<file path="src/rtl/vga_sync_gen.sv">
// vga_sync_gen: raster timing generator for the VGA path.
// Divides clk into a pixel tick, runs the horizontal/vertical counters and
// drives registered sync outputs aligned with the pixel coordinates.
module vga_sync_gen #(
  parameter int unsigned TICK_DIV = 2,
  parameter int unsigned H_DISP   = 640,
  parameter int unsigned H_FP     = 16,
  parameter int unsigned H_SYNC   = 96,
  parameter int unsigned H_BP     = 48,
  parameter int unsigned V_DISP   = 480,
  parameter int unsigned V_FP     = 10,
  parameter int unsigned V_SYNC   = 2,
  parameter int unsigned V_BP     = 33,
  parameter bit          SYNC_ACT = 1'b0
) (
  input  logic       clk,
  input  logic       reset,
  output logic       hsync,
  output logic       vsync,
  output logic       video_on,
  output logic       p_tick,
  output logic [9:0] pixel_x,
  output logic [9:0] pixel_y,
  output logic       frame_tick
);

  localparam int unsigned H_TOTAL  = H_DISP + H_FP + H_SYNC + H_BP;
  localparam int unsigned V_TOTAL  = V_DISP + V_FP + V_SYNC + V_BP;
  localparam int unsigned DIV_W    = (TICK_DIV > 1) ? $clog2(TICK_DIV) : 1;
  localparam int unsigned HS_START = H_DISP + H_FP;
  localparam int unsigned HS_END   = H_DISP + H_FP + H_SYNC - 1;
  localparam int unsigned VS_START = V_DISP + V_FP;
  localparam int unsigned VS_END   = V_DISP + V_FP + V_SYNC - 1;

  logic [DIV_W-1:0] r_div_cnt;
  logic [9:0]       r_h_cnt;
  logic [9:0]       r_v_cnt;
  logic             r_hsync;
  logic             r_vsync;

  logic [DIV_W-1:0] w_div_next;
  logic             w_tick;
  logic             w_h_last;
  logic             w_v_last;
  logic [9:0]       w_h_next;
  logic [9:0]       w_v_next;
  logic             w_hs_next;
  logic             w_vs_next;

  // Pixel tick fires on the last clk of each pixel period; with TICK_DIV=1 it is always high
  always_comb begin
    w_tick     = (r_div_cnt == DIV_W'(TICK_DIV - 1));
    w_div_next = w_tick ? '0 : r_div_cnt + DIV_W'(1);
  end

  // Next counter values: h advances per tick, v advances when h wraps
  always_comb begin
    w_h_last = (r_h_cnt == 10'(H_TOTAL - 1));
    w_v_last = (r_v_cnt == 10'(V_TOTAL - 1));
    w_h_next = r_h_cnt;
    w_v_next = r_v_cnt;
    if (w_tick) begin
      w_h_next = w_h_last ? 10'd0 : r_h_cnt + 10'd1;
      if (w_h_last) begin
        w_v_next = w_v_last ? 10'd0 : r_v_cnt + 10'd1;
      end
    end
  end

  // Sync levels decoded from the next counts so they land on the same edge as the coordinates
  always_comb begin
    w_hs_next = ~SYNC_ACT;
    w_vs_next = ~SYNC_ACT;
    if ((w_h_next >= 10'(HS_START)) && (w_h_next <= 10'(HS_END))) begin
      w_hs_next = SYNC_ACT;
    end
    if ((w_v_next >= 10'(VS_START)) && (w_v_next <= 10'(VS_END))) begin
      w_vs_next = SYNC_ACT;
    end
  end

  // Divider, counters and sync registers; reset restarts the frame at (0,0)
  always_ff @(posedge clk or posedge reset) begin
    if (reset) begin
      r_div_cnt <= '0;
      r_h_cnt   <= '0;
      r_v_cnt   <= '0;
      r_hsync   <= ~SYNC_ACT;
      r_vsync   <= ~SYNC_ACT;
    end else begin
      r_div_cnt <= w_div_next;
      r_h_cnt   <= w_h_next;
      r_v_cnt   <= w_v_next;
      r_hsync   <= w_hs_next;
      r_vsync   <= w_vs_next;
    end
  end

  assign hsync      = r_hsync;
  assign vsync      = r_vsync;
  assign p_tick     = w_tick;
  assign pixel_x    = r_h_cnt;
  assign pixel_y    = r_v_cnt;
  assign video_on   = (r_h_cnt < 10'(H_DISP)) && (r_v_cnt < 10'(V_DISP));
  assign frame_tick = w_tick && w_h_last && w_v_last;

endmodule

</file>
<file path="config.mk">
export PLATFORM = sky130hd
export DESIGN_NAME = vga_sync_gen
export DESIGN_NICKNAME = d
export VERILOG_FILES = /design/src/rtl/vga_sync_gen.sv
export SDC_FILE = /design/constraint.sdc
export NUM_CORES = 1
export LEC_CHECK = 0
export BUFFER_PORTS_ARGS = -buffer_cell sky130_fd_sc_hd__buf_2
export CORE_UTILIZATION = 48
export CTS_CLUSTER_SIZE = 14
export DETAILED_ROUTE_END_ITERATION = 10
export PLACE_DENSITY = 0.74
export SLEW_MARGIN = 20
export SYNTH_ARGS = -nofsm -noshare
export SYNTH_HDL_FRONTEND = slang
export SYNTH_SLANG_ARGS = --single-unit
</file>
<file path="constraint.sdc">
create_clock -name clk -period 2.31 [get_ports clk]
set_clock_uncertainty 0.2 [all_clocks]
set_input_delay 0.462 -clock clk [delete_from_list [all_inputs] [get_ports clk]]
set_output_delay 0.462 -clock clk [all_outputs]
set_load 0.02 [all_outputs]
</file>
==> results.json <==
{
  "wl_mm": 3.40,
  "worstMarginPinSlew_ns": 0.501,
  "synth-simple-area-share": 0.268,
  "antenna_cells_inserted": 0,
  "detailroute.via_count": 1280,
  "met2WireLength_mm": 1.71,
  "pin_count": 27,
  "endpoint_kind": "output pin",
  "chipHeight_um": 53.5,
  "syn-cell-area_sq_mm": 0.00127,
  "drtIter0Drc": 46,
  "design.die.area_sq_mm": 0.00286,
  "vias_in_the_first_global_route": 1219,
  "cellPowerDensity_mw_per_mm2": 349,
  "grt-ovfl-total": 0,
  "cts.sink_count": 23,
  "critical_path_class": "flop to output pin",
  "path_clk_slew_ns": 0.12,
  "hold_class": "flop to flop",
  "worstPathMaxFanout": 2,
  "synth_warnings": 0,
  "syn_inst": 139,
  "synth_top_area_cell": "dfrtp_1",
  "die_w_um": 53.5,
  "synth-seq-area-share": 0.455,
  "numCtsBuffers": 3,
  "vdd_ir_drop_max_uv": 245,
  "synth_xor_area_frac": 0.0482,
  "syn-mean-instance-area_sq_um": 9.15,
  "finalNonFillerCells": 219,
  "max_cap_viol_count": 0,
  "clk_lat_worst_skew_ns": 0.30,
  "timing.hold.worst_path_depth": 1,
  "syn_nets": 144,
  "ys_top_cells_by_count": "21 x dfrtp_1, 17 x nand2_1, 17 x o21ai_0",
  "cts_buffer_depth": 2,
  "finalWorstPathRequiredPeriod_ns": 2.45,
  "setup.reg_to_reg.worst_slack_ns": -0.07,
  "r2r-end": "vsync$_DFF_PP1_",
  "final_estimated_routing_congestion_in_global_placement": 0.984,
  "fillerInstances": 209,
  "synth-edff-count": 0,
  "dp_slack_ns": -0.0220,
  "ys_seq_elements": 23,
  "static-leakage-power_uw": 0.000827,
  "remaining_drc_errors": 0,
  "met3RoutedLength_um": 120,
  "report.final.slew_viol_count": 0,
  "outcome": "finished, violations left",
  "cts-root-buf": "clkbuf_4",
  "io_port_bufs": 26,
  "reg2reg_from": "pixel_x[5]$_DFF_PP0_",
  "critPathLaunchType": "flop",
  "place_hpwl_mm": 2.47,
  "min_delay_worst_endpoint": "pixel_y[8]$_DFF_PP0_",
  "tritoncts": "yes",
  "met1Wirelength_mm": 1.46,
  "synth_compound_area_frac": 0.140,
  "grt_max_degree": 14,
  "synth.most_common_cell": "dfrtp_1",
  "dr.max_layer_used": "met4",
  "global_route_wire_length_before_repair_mm": 5.57,
  "placement_rows": 18,
  "final_nets": 195,
  "core_region_area_sq_mm": 0.00250,
  "drt-vias-per-instance": 5.84,
  "drt.antenna.violating_nets": 0,
  "adder_cell_share_of_the_synthesized_area": 0.0295,
  "synth_top_family_by_area": "simple AND/OR/NAND/NOR gates",
  "grt_antenna_before_repair": 0,
  "timing.final.ws_setup_ns": -0.144,
  "violations": "negative setup slack",
  "post-route-period-util": 1.06,
  "wl_per_cell_um": 15.5,
  "cts-htree-levels": 1,
  "groute.usage.overall": 0.274,
  "place_inst": 209,
  "timing_limited_maximum_frequency_mhz": 407,
  "crit_arrival_ns": 1.79,
  "fraction_of_registers_with_async_set_reset": 1.00,
  "finalHoldViolCount": 0,
  "reg2reg_depth": 5,
  "drive_gt1_frac": 0.370,
  "rsz0062_at_grt": "true",
  "ys_types": 38,
  "max_slew_margin": 0.666,
  "syn_to_final_growth_pct": 33.9,
  "netlist_top_cells_area": "dfrtp_1 41%, o21ai_0 6.7%, nand2_1 5.0%, dfstp_2 4.1%, nand3_1 3.9%",
  "dominantRegCellSynth": "dfrtp_1",
  "synth.top_cell.area_share": 0.413,
  "report.final.setup_viol": 3,
  "min-delay-start": "pixel_y[8]$_DFF_PP0_",
  "synth.mux.area_fraction": 0.0167,
  "cp.required_ns": 1.65,
  "start_util": 0.509,
  "drt_pre_antenna_iters": 4
}
-- layout by cell type, fill, tap and decap left out, types with 2 or more instances in the layout --
cell      instances
dfrtp_2           4
nor2_1            6
nand4_1           2
nand3_1           9
buf_6             3
dfstp_2           2
xnor2_1           4
buf_2            25
inv_1             9
o21ai_0          17
dfrtp_1          17
clkbuf_4          3
xor2_1            3
nand4b_1          4
nand2_1          17
or3_1             3
and2_1            2
nor3_1            6
buf_4            22
a21oi_1           2
nor2b_1           2
ha_1              2
-- sequential cells by signal, indices dropped and copies added, names as in the netlist --
| name | count |
|---|---|
| hsync | 1 |
| p_tick | 1 |
| pixel_x | 10 |
| pixel_y | 10 |
| vsync | 1 |
-- critical path, cell delays in order (launching register included) --
cell and delay [ns]:
dfrtp_2 0.43, or3_4 0.39, buf_6 0.13, nor4_4 0.25
and2_1 0.18, buf_6 0.12
-- kinds of logic after synthesis --
family	count (synthesis)
AO/OA/AOI/OAI	27
buffers and inverters	14
AND/OR/NAND/NOR	63
multiplexers	2
adder cells (fa/ha/maj)	3
XOR/XNOR	7
flip-flops	23
-- worst max path at each step --
stage,startpoint,cells after the start,endpoint
after global placement,pixel_x[6]$_DFF_PP0_,5,pixel_y[5]$_DFF_PP0_
final,pixel_x[5]$_DFF_PP0_,5,frame_tick
after global routing,pixel_x[5]$_DFF_PP0_,5,frame_tick
after detailed placement,pixel_x[6]$_DFF_PP0_,5,pixel_y[5]$_DFF_PP0_
after floorplan,pixel_x[6]$_DFF_PP0_,6,vsync$_DFF_PP1_
after CTS,pixel_x[6]$_DFF_PP0_,5,frame_tick
-- area by class of cell --
| cell class | count | area [sq um] | share of cell area |
|---|---|---|---|
| inverters | 9 | 33.8 | 0.0199 |
| multi-input cells | 102 | 687 | 0.404 |
| flip-flops and latches | 23 | 583 | 0.343 |
| well taps | 30 | 37.5 | 0.0221 |
| repair buffers | 51 | 334 | 0.196 |
| clock buffers | 4 | 26.3 | 0.0154 |
-- power breakdown --
group	switching, uW	internal (uW)
Clock	114	67.3
Combinational	8.28	2.89
Sequential	0	403
-- through the flow --
step / setup TNS [ns] / cell area, sq um / hold slack, ns / utilization / power (uW)
2_1_floorplan: -0.291 / 1300 / 0.262 / - / 416
3_3_place_gp: 0 / 1590 / 0.294 / 0.634 / 420
3_5_place_dp: -0.0438 / 1590 / 0.311 / 0.634 / 421
4_1_cts: -0.248 / 1670 / 0.379 / 0.668 / 600
5_1_grt: -0.454 / 1700 / 0.397 / 0.681 / 616
6_report: -0.219 / 1700 / 0.384 / 0.681 / 595
-- layer usage --
layer / global-route usage / up-vias
met1: 0.347 / 638
met4: 0.105 / 0
met5: 0 / -
li1: - / 592
met2: 0.465 / 38
met3: 0.0374 / 12
-- what timing repair did --
| action | CTS | global route |
|---|---|---|
| pin swaps | 1 | 5 |
| hold endpoints to repair | 12 | 0 |
| resized for setup | 6 | 3 |
| setup buffers | 3 | 3 |
| endpoints found under the setup margin | 3 | 4 |
| hold buffers | 1 | 0 |
No activity file was read; power rests on OpenSTA's default activity.
